$ cat config.mk
export PLATFORM = sky130hd
export DESIGN_NAME = om_buf_writer_flat
export DESIGN_NICKNAME = d
export VERILOG_FILES = /design/src/rtl/om_buf_writer_pkg.sv /design/src/rtl/om_buf_writer_if.sv /design/src/rtl/om_buf_writer_bank_arb.sv /design/src/rtl/om_buf_writer.sv /design/src/flat_wrapper.sv
export SDC_FILE = /design/constraint.sdc
export NUM_CORES = 1
export LEC_CHECK = 0
export BUFFER_PORTS_ARGS = -buffer_cell sky130_fd_sc_hd__buf_2
export CORE_MARGIN = 3
export CORE_UTILIZATION = 45
export DETAILED_ROUTE_END_ITERATION = 12
export PLACE_DENSITY = 0.74
export SYNTH_ARGS = -nofsm -noshare
export SYNTH_HDL_FRONTEND = slang
export SYNTH_HIERARCHICAL = 1
export SYNTH_SLANG_ARGS = --single-unit
$ cat constraint.sdc
create_clock -name clk -period 7 [get_ports clk]
set_input_delay 0 -clock clk [delete_from_list [all_inputs] [get_ports clk]]
set_output_delay 0 -clock clk [all_outputs]
set_load 0.01 [all_outputs]
$ cat src/rtl/om_buf_writer_pkg.sv
// Shared types and defaults for the OM receiver sample-buffer front end.
package om_rx_pkg;

  localparam int DW_DEF  = 16;
  localparam int AW_DEF  = 8;
  localparam int CW_DEF  = 16;
  localparam int BLK_LEN = 2 ** AW_DEF;

  typedef enum logic [1:0] {
    BANK_FREE    = 2'd0,
    BANK_FILLING = 2'd1,
    BANK_FULL    = 2'd2
  } bank_state_e;

  typedef enum logic {
    WR_FILL = 1'b0,
    WR_WAIT = 1'b1
  } wr_state_e;

endpackage

$ cat src/rtl/om_buf_writer_if.sv
// Sample stream, RAM write port and bank handshake of the I/Q buffer writer.
interface om_buf_writer_if
  import om_rx_pkg::*;
#(
  parameter int DW = DW_DEF,
  parameter int AW = AW_DEF,
  parameter int CW = CW_DEF
);

  logic          s_valid;
  logic          s_sof;
  logic [DW-1:0] s_i;
  logic [DW-1:0] s_q;
  logic          we;
  logic [AW:0]   addr_a;
  logic [DW-1:0] din_i;
  logic [DW-1:0] din_q;
  logic          blk_valid;
  logic          blk_bank;
  logic          blk_ack;
  logic          ovf;
  logic [CW-1:0] drop_cnt;

  modport master (
    input  s_valid, s_sof, s_i, s_q, blk_ack,
    output we, addr_a, din_i, din_q, blk_valid, blk_bank, ovf, drop_cnt
  );

  modport slave (
    output s_valid, s_sof, s_i, s_q, blk_ack,
    input  we, addr_a, din_i, din_q, blk_valid, blk_bank, ovf, drop_cnt
  );

endinterface

$ cat src/rtl/om_buf_writer_bank_arb.sv
// Ping-pong bank ownership: per-bank state, oldest-full pointer and the
// blk_valid/blk_bank offer to the reader with ack release.
module om_bank_arb
  import om_rx_pkg::*;
(
  input  logic       clk,
  input  logic       rst_n,
  input  logic       wr_en,
  input  logic       wr_bank,
  input  logic       wr_last,
  input  logic       blk_ack,
  output logic [1:0] bank_free,
  output logic [1:0] bank_release,
  output logic       blk_valid,
  output logic       blk_bank
);

  bank_state_e bank_q [2];
  logic        oldest_q;
  logic        valid_q;
  logic        rel;
  logic        still_full;

  assign rel = blk_ack & valid_q;

  always_comb begin
    bank_free    = '0;
    bank_release = '0;
    for (int b = 0; b < 2; b++) begin
      bank_free[b]    = (bank_q[b] == BANK_FREE);
      bank_release[b] = rel && (oldest_q == 1'(b));
    end
  end

  // A bank completing on the same edge as an ack keeps the offer alive
  // so blk_valid does not blink low between the two banks.
  assign still_full = ((bank_q[0] == BANK_FULL) && !bank_release[0])
                   || ((bank_q[1] == BANK_FULL) && !bank_release[1])
                   || (rel && wr_en && wr_last);

  always_ff @(posedge clk or negedge rst_n) begin
    if (!rst_n) begin
      for (int b = 0; b < 2; b++) bank_q[b] <= BANK_FREE;
      oldest_q <= 1'b0;
      valid_q  <= 1'b0;
    end else begin
      for (int b = 0; b < 2; b++) begin
        if (bank_release[b]) bank_q[b] <= BANK_FREE;
        if (wr_en && (wr_bank == 1'(b)))
          bank_q[b] <= wr_last ? BANK_FULL : BANK_FILLING;
      end
      if (rel) oldest_q <= ~oldest_q;
      valid_q <= still_full;
    end
  end

  assign blk_valid = valid_q;
  assign blk_bank  = oldest_q;

endmodule

$ cat src/rtl/om_buf_writer.sv
// Captures the oversampled I/Q stream into two ping-pong RAM banks and
// hands completed banks to the reader; drops and counts samples when blocked.
module om_buf_writer
  import om_rx_pkg::*;
#(
  parameter int DW = DW_DEF,
  parameter int AW = AW_DEF,
  parameter int CW = CW_DEF
) (
  input  logic clk,
  input  logic rst_n,
  om_buf_writer_if.master bus
);

  wr_state_e     state_q, state_d;
  logic          fill_q, fill_d;
  logic [AW-1:0] idx_q, idx_d, wr_idx;
  logic          wr_en, wr_last, drop, other_ready;
  logic [1:0]    bank_free, bank_release;
  logic          blk_valid, blk_bank;

  logic          we_r;
  logic [AW:0]   addr_r;
  logic [DW-1:0] wdat_i, wdat_q;
  logic          ovf_r;
  logic [CW-1:0] drop_r;

  om_bank_arb u_arb (
    .clk          (clk),
    .rst_n        (rst_n),
    .wr_en        (wr_en),
    .wr_bank      (fill_q),
    .wr_last      (wr_last),
    .blk_ack      (bus.blk_ack),
    .bank_free    (bank_free),
    .bank_release (bank_release),
    .blk_valid    (blk_valid),
    .blk_bank     (blk_bank)
  );

  always_ff @(posedge clk or negedge rst_n) begin
    if (!rst_n) begin
      state_q <= WR_FILL;
      fill_q  <= 1'b0;
      idx_q   <= '0;
    end else begin
      state_q <= state_d;
      fill_q  <= fill_d;
      idx_q   <= idx_d;
    end
  end

  // The other bank counts as available if it is freed on this very edge.
  always_comb begin
    state_d     = state_q;
    fill_d      = fill_q;
    idx_d       = idx_q;
    wr_en       = 1'b0;
    wr_idx      = idx_q;
    wr_last     = 1'b0;
    drop        = 1'b0;
    other_ready = bank_free[~fill_q] | bank_release[~fill_q];

    case (state_q)
      WR_FILL: begin
        if (bus.s_valid) begin
          wr_en = 1'b1;
          if (bus.s_sof) wr_idx = '0;
        end
      end
      WR_WAIT: begin
        if (bank_free[fill_q]) begin
          state_d = WR_FILL;
          idx_d   = '0;
          wr_idx  = '0;
          wr_en   = bus.s_valid;
        end else begin
          drop = bus.s_valid;
        end
      end
    endcase

    if (wr_en) begin
      wr_last = (wr_idx == '1);
      if (wr_last) begin
        fill_d  = ~fill_q;
        idx_d   = '0;
        state_d = other_ready ? WR_FILL : WR_WAIT;
      end else begin
        idx_d = wr_idx + AW'(1);
      end
    end
  end

  always_ff @(posedge clk or negedge rst_n) begin
    if (!rst_n) begin
      we_r   <= 1'b0;
      addr_r <= '0;
      wdat_i <= '0;
      wdat_q <= '0;
      ovf_r  <= 1'b0;
      drop_r <= '0;
    end else begin
      we_r <= wr_en;
      if (wr_en) begin
        addr_r <= {fill_q, wr_idx};
        wdat_i <= bus.s_i;
        wdat_q <= bus.s_q;
      end
      if (drop) begin
        ovf_r <= 1'b1;
        if (drop_r != '1) drop_r <= drop_r + CW'(1);
      end
    end
  end

  assign bus.we        = we_r;
  assign bus.addr_a    = addr_r;
  assign bus.din_i     = wdat_i;
  assign bus.din_q     = wdat_q;
  assign bus.blk_valid = blk_valid;
  assign bus.blk_bank  = blk_bank;
  assign bus.ovf       = ovf_r;
  assign bus.drop_cnt  = drop_r;

endmodule

$ cat src/flat_wrapper.sv
// flat-port wrapper written by rule: the top's interface ports become plain ports
module om_buf_writer_flat import om_rx_pkg::*;
#(
  parameter int DW = DW_DEF,
  parameter int AW = AW_DEF,
  parameter int CW = CW_DEF
)
  (clk, rst_n, bus_s_valid, bus_s_sof, bus_s_i, bus_s_q, bus_blk_ack, bus_we, bus_addr_a, bus_din_i, bus_din_q, bus_blk_valid, bus_blk_bank, bus_ovf, bus_drop_cnt);
  om_buf_writer_if #(.DW(DW), .AW(AW), .CW(CW)) bus_i ();
  input  logic clk;
  input  logic rst_n;
  input wire logic [$bits(bus_i.s_valid)-1:0] bus_s_valid;
  input wire logic [$bits(bus_i.s_sof)-1:0] bus_s_sof;
  input wire logic [$bits(bus_i.s_i)-1:0] bus_s_i;
  input wire logic [$bits(bus_i.s_q)-1:0] bus_s_q;
  input wire logic [$bits(bus_i.blk_ack)-1:0] bus_blk_ack;
  output wire logic [$bits(bus_i.we)-1:0] bus_we;
  output wire logic [$bits(bus_i.addr_a)-1:0] bus_addr_a;
  output wire logic [$bits(bus_i.din_i)-1:0] bus_din_i;
  output wire logic [$bits(bus_i.din_q)-1:0] bus_din_q;
  output wire logic [$bits(bus_i.blk_valid)-1:0] bus_blk_valid;
  output wire logic [$bits(bus_i.blk_bank)-1:0] bus_blk_bank;
  output wire logic [$bits(bus_i.ovf)-1:0] bus_ovf;
  output wire logic [$bits(bus_i.drop_cnt)-1:0] bus_drop_cnt;
  assign bus_i.s_valid = bus_s_valid;
  assign bus_i.s_sof = bus_s_sof;
  assign bus_i.s_i = bus_s_i;
  assign bus_i.s_q = bus_s_q;
  assign bus_i.blk_ack = bus_blk_ack;
  assign bus_we = bus_i.we;
  assign bus_addr_a = bus_i.addr_a;
  assign bus_din_i = bus_i.din_i;
  assign bus_din_q = bus_i.din_q;
  assign bus_blk_valid = bus_i.blk_valid;
  assign bus_blk_bank = bus_i.blk_bank;
  assign bus_ovf = bus_i.ovf;
  assign bus_drop_cnt = bus_i.drop_cnt;
  om_buf_writer #(.DW(DW), .AW(AW), .CW(CW)) u_core (.clk(clk), .rst_n(rst_n), .bus(bus_i));
endmodule
# == Yosys cells after proc, flatten, opt, wreduce, memory -nomap -nowiden ==
# Index checks and enable logic that the tools add are counted.
# classes
n_addsub,2
n_reduce_logical,19
n_mux,29
n_eq_ne,4
bitwise_logic,5
n_lt_le_gt_ge,2
# ops
operator,count
8-bit 2-to-1 mux,6
16-bit by 1-bit adder with 16-bit output (second input constant),1
1-bit 2-to-1 mux,16
16-bit != test (second input constant),1
8-bit case mux with 2 select lines,1
2-bit 2-to-1 mux,5
8-bit by 1-bit adder with 8-bit output (second input constant),1
8-bit equality test (second input constant),1
1-bit logical AND,8
2-bit nonzero test,3
2-bit equality test (second input constant),2
2-bit logical NOT,2
1-bit by 2-bit less-than comparator with 1-bit output (second input constant),2
2-bit AND reduction,2
1-bit inverter,3
1-bit logical NOT,2
1-bit logical OR,2
1-bit case mux with 2 select lines,1
1-bit AND,1
1-bit OR,1
# word_totals
out_inout_bits,61
elab_cells,74
input_bits,37
regBits,75

# == Longest topological paths before layout ==
# depth
word_depth,9
ltp_mapped,10
depth_no_buf,10

# == Modules after synthesis ==
# Netlist, hierarchy kept.
# modules_own_cells
module,n_inst,seq_area_each_um2,area_each_um2,cells_each
om_buf_writer,1,1726.7,3034.2,236
om_bank_arb,1,150.1,270.3,27

# == Least setup slack after synthesis ==
# Ideal clock, no wire load.
# synth_path
path_type,flip-flop to flip-flop
from,reg u_core.fill_q
to,reg u_core.idx_q[3]
period_less_slack_ps,2466
required_time_ps,6879
setup_time_ps,121
path_stages_with_launch,10
setup_slack_ps,4534
path_buffers,1
arrival_ps,2345
path_cell_list,dfrtp_1 buf_6 mux2_4 a21oi_1 and2_1 ha_1 nand4_1 or2_2 a31o_1 a22o_1
# synth_via
elab_chain_len,7
word_cells_on_any_way,12
classes_between,add/sub (1); eq/ne (1); mux (9); reduce/logical (1)
# synth_lines
item,line,rtl
from (decl),om_buf_writer.sv:16,"logic fill_q, fill_d;"
from (signal assigned),om_buf_writer.sv:48,fill_q <= fill_d;
1-bit 2-to-1 mux (not written as such) (*) (2 in series),om_buf_writer.sv:72,if (bank_free[fill_q]) begin
8-bit 2-to-1 mux (*),om_buf_writer.sv:72,
8-bit case mux with 2 select lines (*),om_buf_writer.sv:64,case (state_q)
via u_core.wr_idx[1],om_buf_writer.sv:17,"logic [AW-1:0] idx_q, idx_d, wr_idx;"
8-bit by 1-bit adder with 8-bit output / 8-bit equality test (equally long branches),"om_buf_writer.sv:90, om_buf_writer.sv:84",
8-bit 2-to-1 mux (*),om_buf_writer.sv:85,if (wr_last) begin
8-bit 2-to-1 mux (*),om_buf_writer.sv:83,if (wr_en) begin
to (signal assigned),om_buf_writer.sv:49,idx_q <= idx_d;
to (decl),om_buf_writer.sv:17,
# Mark *: on every way through the listed nets, which the timed path passes. The rest lies on a longest branch. The select of a mux whose other input is x is not followed.
# A chain may end at the register's enable or synchronous reset.

# == Worst setup path after layout ==
# layout_path
from,reg u_core.fill_q
to,reg u_core.idx_q[3]
# layout_via
elab_chain_len,7
word_cells_on_any_way,12
classes_between,add/sub (1); eq/ne (1); mux (9); reduce/logical (1)
# layout_lines
item,line
1-bit 2-to-1 mux (not written as such) (*) (2 in series),om_buf_writer.sv:72
8-bit 2-to-1 mux,om_buf_writer.sv:72
8-bit case mux with 2 select lines,om_buf_writer.sv:64
8-bit by 1-bit adder with 8-bit output / 8-bit equality test (equally long branches),"om_buf_writer.sv:90, om_buf_writer.sv:84"
8-bit 2-to-1 mux,om_buf_writer.sv:85
8-bit 2-to-1 mux,om_buf_writer.sv:83
# Every way passes the cells marked *; elsewhere a longest branch is shown, timed or not. The select of a mux whose other input is x is not followed.

==> metrics list <==
- Average vias per placed instance: 5.24
* Critical path data arrival time: roughly 3 ns
- Once layout is complete, the cells apart from fillers number 499.
- After layout, the worst setup slack is 4.19 ns.
- Cells after Synth: 263
- The worst register-to-register path begins at u_core/fill_q.
- Post-synthesis sequential area ratio: a little under three fifths
- Once the clock tree was built, the resizer swapped 0 gates to a different size.
- P_leak: 2.14 nW
* Cell area after layout: roughly 4400 um2
* Placed standard-cell area: slightly below 4000 um2
* Endpoints failing hold: 0
- Number of search-and-repair iterations in the first detailed-routing pass: 4
* Yosys top cell area share: a little under three fifths
* Status: completed
* Die height: 91.7 um
- Measured on the finished design, the core utilization comes to between 60% and 70%.
- Slowest stage cell, crit path: sky130_fd_sc_hd__dfrtp_1
- The kind of cell with the highest combined delay along the critical path is compound AO/OA/AOI/OAI gates.
- Pin count of the biggest net entering global routing: 76
- The library cell used most frequently in the layout, excluding fill and tap cells, is sky130_fd_sc_hd__buf_2.
- In this run, synthesis inferred 0 flip-flops with an integrated enable.
- Max_slew headroom: between 30% and 40%
* Buffers plus inverters on the worst setup path: 1
- Setup repair after global routing left no endpoint under its margin.
- Once the clock tree was built, the setup fixing pass inserted 0 buffers.
* H-tree lvl count: 3
- In this run the power spent charging and discharging nets is approximately 0.23 mW.
- Top library cells by usage in the layout, fill and taps aside: 96 x sky130_fd_sc_hd__buf_2, 75 x sky130_fd_sc_hd__dfrtp_1, 34 x sky130_fd_sc_hd__dlygate4sd3_1, 34 x sky130_fd_sc_hd__mux2_2, 18 x sky130_fd_sc_hd__nand2_1
- Among all flip-flop cells after synthesis, the most frequent one is sky130_fd_sc_hd__dfrtp_1.
- The startpoint identified for the worst hold timing path is bus_s_sof.
- Across the whole layout, storage elements account for 1880 um2.
* Met1 routed wirelength after detailed routing: 3.06 mm
* CP Cell Sequence: mux2_4 -> a21oi_1 -> nand2_1 -> inv_1 -> ha_1 -> nand4_1 -> or2_2 -> a31o_1 -> a22o_1
* Total Die Area: 8410 um2
* DR WL met3: 361 um
* Number of nets at the end of the flow: 437
- The clock drives 75 sinks.
- Int Pwr: 0.766 mW
* Hold Path Sink: u_core/bus.addr_a[7]
- Clock buffer depth: 2
* Maximum cell stage delay along the critical path: 0.50 ns
* Top layer reached by signal wires: met4
- In this run the clock root is driven by a sky130_fd_sc_hd__clkbuf_8.
- The wire-length estimate of the detail-placed layout is 4.99 mm.
- Startpoint-to-endpoint class of the critical path: flop to flop
- Reg-to-reg slack, setup: 4.19 ns
* Count of yosys warnings during synthesis: 6
* Max-cap viol count: 0
* Port buffer count: just under 100
- From left edge to right edge, the die measures 91.7 um.
- For the pin with the worst max-slew slack, the measured transition is between 0.9 and 1 ns.
* Number of cells in the design after placement: ~450
- Detailed routing placed a total of roughly 4.1 mm of wire on met2.
- After layout, the worst path uses 40.1% of the clock period.
- PwrDens: 224 nW/um2
- Time the final worst path needs with I/O delays and setup: 2.81 ns
- The worst-case IR drop observed on VDD is 0.126 mV.
- Of all nets on the critical path, the largest fanout is 8.
* Vias in the first global route: 2713
- Detailed Route Iter0 Violations: 74
* Global-route usage over all layers: 19.2%
- The region available for standard cell placement spans 6940 um2.
- Initial Utilization: 47.6%
* Number of buffers created by CTS: 9
- For this run, asynchronously set or reset flops after synthesis account for 100%.
* Slew Viols, Final: 0
* Number of antenna repair diodes: 0
* Clock share of power: 40.3%
- Number of core rows: 30
* Clock tree from TritonCTS: done
- The worst register-to-register path has a depth of 9.
- Final Setup Violations: 0
* Skew final: 0.00906 ns
- Endpoint required time on the critical path: a little over 7 ns
- 98 I/O pins were placed.
- The worst setup path is launched from a flop.
- The filler cells instantiated in the layout total 560.
- After global routing the overflow that remains totals 0.
* Portion of total power attributed to combinational logic: approximately an eighth
- The multi-input combinational cells in the finished layout cover a total of between 1000 and 1500 um2.
- Detailed routing inserted a total of ~2.6k vias.
- The worst register-to-register path ends at u_core/idx_q[3].
- Syn_area_per_cell: 12.6 um2
* Setup tns final: 0 ns
- Post-synth design cell area: about 3300 um2
* Post-placement worst setup slack: about 4.3 ns
- Synthesized netlist net count: 302
- The area growth from synthesis to layout is 34.4%.
- HP Class: primary input to flop
* Global-route wire length before repair: roughly 13 mm
- Most area-consuming cells after synthesis: sky130_fd_sc_hd__dfrtp_1 57%, sky130_fd_sc_hd__mux2_2 12%, sky130_fd_sc_hd__xnor2_1 3.7%
- After clock tree synthesis, the clock-pin slew on the worst setup and hold paths is 0.07 ns.
- Remaining antenna violation count: 0
- At the later pin of the worst-skew pair, clock insertion delay measures around 0.34 ns.
- After detailed routing, the average wire length per cell comes to 15.4 um.
- Final GP Congestion: 0.917
- Hold depth: 4
- The synthesized design spends more area on one cell type than any other, namely sky130_fd_sc_hd__dfrtp_1.
* Maximum achievable frequency: around 360 MHz
- Synthesis inferred 75 register bits.
- CP endpoint kind: flop
- Number of antenna violations at the first check in global routing: 0
- Net Sw Frac: a little under a quarter
- Unique cell type count in the Yosys netlist: 53
- Drc violations: 0
- Fraction of layout cells with a size suffix above 1: 40.2%
- For this block, the routed nets add up to approximately 7.7 mm of wire.
* Flop pwr share: 47.9%
==> repair_timing <==
action,in CTS,in global routing
endpoints found under the hold margin,108,0
setup endpoints to repair,0,0
hold buffers,34,0
==> state kept, by name, indices dropped and copies added, names as in the netlist <==
signal / flops
u_core/bus.drop_cnt: 16
u_core/bus.din_i: 16
u_core/idx_q: 8
u_core/u_arb/bank_q: 4
u_core/u_arb/blk_bank: 1
u_core/bus.addr_a: 9
u_core/bus.we: 1
u_core/fill_q: 1
u_core/bus.din_q: 16
u_core/bus.ovf: 1
u_core/u_arb/blk_valid: 1
u_core/state_q: 1
==> routing by layer <==
metal | global-route usage, % | vias to the layer above
met2 | 33.7 | 73
met3 | 4.18 | 11
li1 | - | 1222
met4 | 7.67 | 0
met1 | 22.7 | 1309
met5 | 0 | -
==> logic make-up after synthesis <==
family | after synthesis | synth area share, %
flip-flops | 75 | 56.8
AND/OR/NAND/NOR | 71 | 12.6
AO/OA/AOI/OAI | 45 | 9.66
multiplexers | 39 | 13.3
XOR/XNOR | 16 | 4.24
buffers and inverters | 15 | 2.65
adder cells (fa/ha/maj) | 2 | 0.757
==> area by class of cell <==
| class | count | share of cell area, % |
|---|---|---|
| Tap cell | 96 | 2.70 |
| Timing Repair Buffer | 132 | 18.8 |
| Clock buffer | 11 | 3.18 |
| Inverter | 7 | 0.592 |
| Sequential cell | 75 | 42.3 |
| Multi-Input combinational cell | 173 | 30.2 |
| Clock inverter | 5 | 2.25 |
==> stage by stage <==
stage / hold slack [ns] / total power, mW
after floorplan: -0.296 / 0.535
after global placement: 0.197 / 0.583
after detailed placement: 0.207 / 0.587
after CTS: 0.0402 / 1.01
after global routing: 0.0897 / 1.04
final: 0.0565 / 0.993
==> worst min-delay path, cell delays in order <==
cell and delay [ns]:
sky130_fd_sc_hd__buf_2 0.11, sky130_fd_sc_hd__nor3b_2 0.10, sky130_fd_sc_hd__nand2_1 0.10, sky130_fd_sc_hd__nand2_1 0.05
==> power groups by stage <==
stage	Sequential, mW	Clock [mW]	Combinational (mW)
after global routing	0.478	0.431	0.129
final	0.475	0.400	0.118
after global placement	0.482	0	0.101
after CTS	0.475	0.412	0.118
after floorplan	0.492	0	0.0421
after detailed placement	0.483	0	0.103
==> cell usage after synthesis, types with 2 or more instances <==
cell type	n
sky130_fd_sc_hd__xor2_1	2
sky130_fd_sc_hd__ha_1	2
sky130_fd_sc_hd__o21ai_1	3
sky130_fd_sc_hd__or2_2	2
sky130_fd_sc_hd__xnor2_1	14
sky130_fd_sc_hd__o21ba_2	2
sky130_fd_sc_hd__and4_1	2
sky130_fd_sc_hd__and2_1	2
sky130_fd_sc_hd__nand3_1	12
sky130_fd_sc_hd__a22o_1	7
sky130_fd_sc_hd__nor2_1	10
sky130_fd_sc_hd__inv_1	7
sky130_fd_sc_hd__buf_4	3
sky130_fd_sc_hd__a21oi_1	10
sky130_fd_sc_hd__o21ai_0	8
sky130_fd_sc_hd__mux2i_1	3
sky130_fd_sc_hd__mux2_2	34
sky130_fd_sc_hd__nand2_1	18
sky130_fd_sc_hd__o2111ai_1	4
sky130_fd_sc_hd__and3_1	3
sky130_fd_sc_hd__dfrtp_1	75
sky130_fd_sc_hd__nand4_1	8
sky130_fd_sc_hd__buf_2	2
==> worst max-delay path by stage <==
stage                        startpoint         endpoint  slack, ns  cells after the start
final                     u_core/fill_q  u_core/idx_q[3]       4.19                      9
after global routing      u_core/fill_q  u_core/idx_q[3]       4.00                      9
after CTS                 u_core/fill_q  u_core/idx_q[3]       4.25                      9
after detailed placement  u_core/fill_q  u_core/idx_q[3]       4.27                      9
after global placement    u_core/fill_q  u_core/idx_q[3]       4.40                      8
after floorplan           u_core/fill_q  u_core/idx_q[3]       4.53                      9
Power figures use the tool's default switching activity.
